## config.mk

```make
export PLATFORM = sky130hd
export DESIGN_NAME = led_logic_db
export DESIGN_NICKNAME = d
export VERILOG_FILES = /design/src/rtl/led_logic_db.sv
export SDC_FILE = /design/constraint.sdc
export NUM_CORES = 1
export LEC_CHECK = 0
export BUFFER_PORTS_ARGS = -buffer_cell sky130_fd_sc_hd__buf_4
export CAP_MARGIN = 20
export CORE_MARGIN = 5
export CORE_UTILIZATION = 40
export CTS_CLUSTER_SIZE = 28
export DETAILED_ROUTE_END_ITERATION = 6
export GPL_TIMING_DRIVEN = 0
export SYNTH_ARGS = -nofsm -noshare
export SYNTH_HDL_FRONTEND = slang
export SYNTH_SLANG_ARGS = --single-unit
export TNS_END_PERCENT = 30
```

## constraint.sdc

```tcl
create_clock -name clk -period 3.7 [get_ports clk]
set_clock_uncertainty 0.2 [all_clocks]
set_input_delay 0.37 -clock clk [delete_from_list [all_inputs] [get_ports clk]]
set_output_delay 0.37 -clock clk [all_outputs]
set_load 0.05 [all_outputs]
```

## src/rtl/led_logic_db.sv

```systemverilog
// Switch-to-LED block: per-channel two-flop synchroniser and debouncer, then a
// runtime-selectable OR/AND/XOR/majority combine into a registered LED and change pulse.
module led_logic_db #(
    parameter int N_SW      = 3,
    parameter int DB_CYCLES = 4
) (
    input  logic            clk,
    input  logic            rst,
    input  logic [N_SW-1:0] sw,
    input  logic [1:0]      mode,
    output logic [N_SW-1:0] sw_db,
    output logic            out,
    output logic            out_chg
);

    localparam int CW = $clog2(DB_CYCLES + 1);
    localparam int PW = $clog2(N_SW + 1);
    localparam logic [CW-1:0] CNT_LAST = CW'(DB_CYCLES - 1);

    typedef enum logic [1:0] {
        MODE_OR  = 2'b00,
        MODE_AND = 2'b01,
        MODE_XOR = 2'b10,
        MODE_MAJ = 2'b11
    } mode_e;

    logic [N_SW-1:0] s1;
    logic [N_SW-1:0] s2;
    logic [CW-1:0]   cnt [N_SW];
    logic [PW-1:0]   pop;
    logic            majority;
    logic            f;

    // NOTE: state registers use non-blocking assignments so every flop samples
    // pre-edge values; blocking here would collapse s1->s2 into a single stage.
    always_ff @(posedge clk or posedge rst) begin
        if (rst) begin
            s1 <= '0;
            s2 <= '0;
        end else begin
            s1 <= sw;
            s2 <= s1;
        end
    end

    // NOTE: the counter array is small and each entry must start at zero for the
    // stable-window count to be correct, so it is reset along with the other state.
    always_ff @(posedge clk or posedge rst) begin
        if (rst) begin
            sw_db <= '0;
            for (int i = 0; i < N_SW; i++) cnt[i] <= '0;
        end else begin
            for (int i = 0; i < N_SW; i++) begin
                if (s2[i] == sw_db[i]) begin
                    cnt[i] <= '0;
                end else if (cnt[i] == CNT_LAST) begin
                    sw_db[i] <= s2[i];
                    cnt[i]   <= '0;
                end else begin
                    cnt[i] <= cnt[i] + CW'(1);
                end
            end
        end
    end

    // NOTE: every combinational output gets a default first so no path infers a latch.
    always_comb begin
        pop = '0;
        for (int i = 0; i < N_SW; i++) pop = pop + PW'(sw_db[i]);
        // Strict 2*pop > N_SW: an even-width tie resolves to 0.
        majority = ({pop, 1'b0} > (PW + 1)'(N_SW));
        f = 1'b0;
        case (mode_e'(mode))
            MODE_OR:  f = |sw_db;
            MODE_AND: f = &sw_db;
            MODE_XOR: f = ^sw_db;
            MODE_MAJ: f = majority;
            default:  f = 1'b0;
        endcase
    end

    always_ff @(posedge clk or posedge rst) begin
        if (rst) begin
            out     <= 1'b0;
            out_chg <= 1'b0;
        end else begin
            out     <= f;
            out_chg <= (f != out);
        end
    end

endmodule

```

==> impl_metrics.json <==
{
  "drv_slew": 0,
  "n_antenna_cell": 0,
  "cp.arrival_ps": 1710,
  "setup_violations": 0,
  "r2r_slack_ps": 2010,
  "die_area_um2": 2920,
  "ys_ff_latch": 20,
  "crit_path_start": "sw_db[0]",
  "status": "finished, violations left",
  "synthesis.area_um2": 777,
  "vias_per_cell": 4.37,
  "ctsResizeCount": 0,
  "endpoint": "out_chg",
  "core_area_um2": 1900,
  "numPortBuffers": 11,
  "final.min_clock_period_ps": 1690,
  "drt_wl_total_um": 1030,
  "nNetsFinal": 87,
  "htreeDepth": 1,
  "cap_viol_max_count": 0,
  "cts_tree": "built",
  "pre_cts_ws_ps": 2020,
  "regToRegStartpoint": "sw_db[0]",
  "antenna_found_initial": 0,
  "vdd_drop_max_mv": 0.381,
  "final_cell_mix": "20 x dfrtp_1, 11 x buf_4, 5 x nor3b_1, 5 x ha_1, 4 x nor2b_1",
  "reg2reg_to": "out_chg",
  "cts_sinks": 20,
  "dp_hpwl_um": 767,
  "grt_pass1_vias": 421,
  "firstDrtPassIters": 2,
  "area_growth_pct": 23.5,
  "wire_per_inst_um": 10.3,
  "cts_buffers": 3,
  "ctsLongestPathBuffers": 2,
  "grt_pass1_wl_um": 1840,
  "gp_congestion": 0.680,
  "ys_warn_count": 0,
  "synthCells": 55,
  "initial_utilization_pct": 40.9,
  "worstSetupStartpointType": "register",
  "p_per_area_nw_per_um2": 761,
  "whs_ps": -9.84,
  "grt.total_usage_pct": 9.01,
  "die_x_um": 54.1,
  "layout-drive-gt1-share_pct": 24.7,
  "grt.overflow.total": 0,
  "synthDistinctLibCells": 17,
  "antenna_left": 0,
  "syn_nets": 68,
  "fin_crit_sh_pct": 45.6,
  "slew-limit-headroom_pct": 52.2,
  "required_ps": 3720,
  "clock_latency_ps": 290,
  "worst_slew_pin_slew_ps": 716,
  "row_count": 16,
  "p_leak_nw": 0.459,
  "fmax_mhz": 593,
  "slowest_stage": "fa_1",
  "initialDrtViolationCount": 2,
  "r2r_cells": 4,
  "pin_count": 12,
  "clkSlewWorstSetupHoldPaths_ps": 110,
  "rsz0062_at_grt": "no",
  "dieHeight_um": 54.1,
  "finalHoldViolCount": 20,
  "layout_setup_ws_ps": 2010,
  "cpPeakStageDelay_ps": 560,
  "worstSetupPathType": "reg2reg",
  "crit_path_end_kind": "register",
  "cts-root-buf": "clkbuf_4",
  "grt_max_degree": 21,
  "cp_max_fo": 5,
  "final_common_cell": "dfrtp_1",
  "drc": 0,
  "tns_ps": 0,
  "vias": 437,
  "synth_area_per_cell_um2": 14.1,
  "violations": "hold timing",
  "crit_chain": "fa_1 -> mux2i_1 -> a21oi_2 -> xor2_1",
  "seq_area_frac_synth_pct": 64.4,
  "hold_class": "in2async"
}
==> sequential cells by signal, summed over array words and instances (netlist names) <==
name and cells:
cnt 9, s1 3, s2 3, sw_db 3, out 1, out_chg 1
==> per-layer routing <==
layer / GRT usage (%) / routed length [um] / vias up
met3: 3.60 / 78 / 2
met4: 4.98 / 12 / 0
li1: - / - / 218
met1: 12.7 / 474 / 209
met2: 11.5 / 460 / 8
met5: 0 / 0 / -
==> stage by stage <==
stage	total power, mW	cell area, um2	utilization [%]	instances
detailed placement	0.616	893	47.0	93
CTS	0.744	960	50.5	100
floorplan	0.534	777	-	55
finish	0.730	960	50.5	100
global placement	0.608	893	47.0	93
global route	0.789	960	50.5	100
==> critical path: cells and delay by family, from the launching register on <==
family / cells / cell delay, ps
compound gates: 1 / 160
fa+ha+maj: 1 / 560
flops: 1 / 470
xor+xnor: 1 / 150
mux: 1 / 80
==> final cells by class <==
class,instances,area (um2)
Fill cell,175,942
Sequential cell,20,500
Multi-Input combinational cell,32,265
Timing Repair Buffer,14,113
Clock buffer,4,36.3
Tap cell,27,33.8
Inverter,3,11.3
==> logic make-up after synthesis <==
logic type | synth area share, %
DFF | 64.4
and+or+nand+nor | 12.2
adders and majority gates | 10.6
AOI/OAI and AO/OA | 4.03
xor gates and xnor gates | 4.51
buffers and inverters | 1.45
muxes | 2.74
==> worst min path at each step <==
| stage | end | slack, ps | cells after the start |
|---|---|---|---|
| 3_3_place_gp | s2[0] | 130 | 0 |
| 5_1_grt | out | 50 | 2 |
| 4_1_cts | s1[0] | 20 | 2 |
| 6_report | cnt[3] | -10 | 2 |
| 2_1_floorplan | cnt[0] | 130 | 1 |
| 3_5_place_dp | s2[0] | 140 | 0 |
==> Yosys cell counts <==
library cell | number | area, um2
fa_1 | 1 | 20.0
nand2b_1 | 1 | 6.26
nor2_1 | 1 | 3.75
ha_1 | 5 | 62.6
nor3_1 | 3 | 15.0
nor3b_1 | 5 | 37.5
xor2_1 | 1 | 8.76
mux2i_1 | 1 | 10.0
a21oi_2 | 1 | 8.76
dfrtp_1 | 20 | 500
nor2b_1 | 4 | 25.0
a211oi_2 | 1 | 12.5
nand2_1 | 2 | 7.51
o21ai_0 | 2 | 10.0
inv_1 | 3 | 11.3
xnor2_1 | 3 | 26.3
mux2_2 | 1 | 11.3
==> report_power, final <==
| part | total [mW] | internal [mW] | switching [mW] |
|---|---|---|---|
| combinational | 0.288 | 0.114 | 0.174 |
| clock | 0.122 | 0.0599 | 0.0621 |
| sequential | 0.321 | 0.275 | 0.0459 |
| total | 0.730 | 0.448 | 0.282 |
==> what timing repair did <==
item	4_1_cts	5_1_grt
buffers inserted	0	0
hold buffers	3	0
endpoints found under the hold margin	3	0
(Power assumes the default switching activity.)
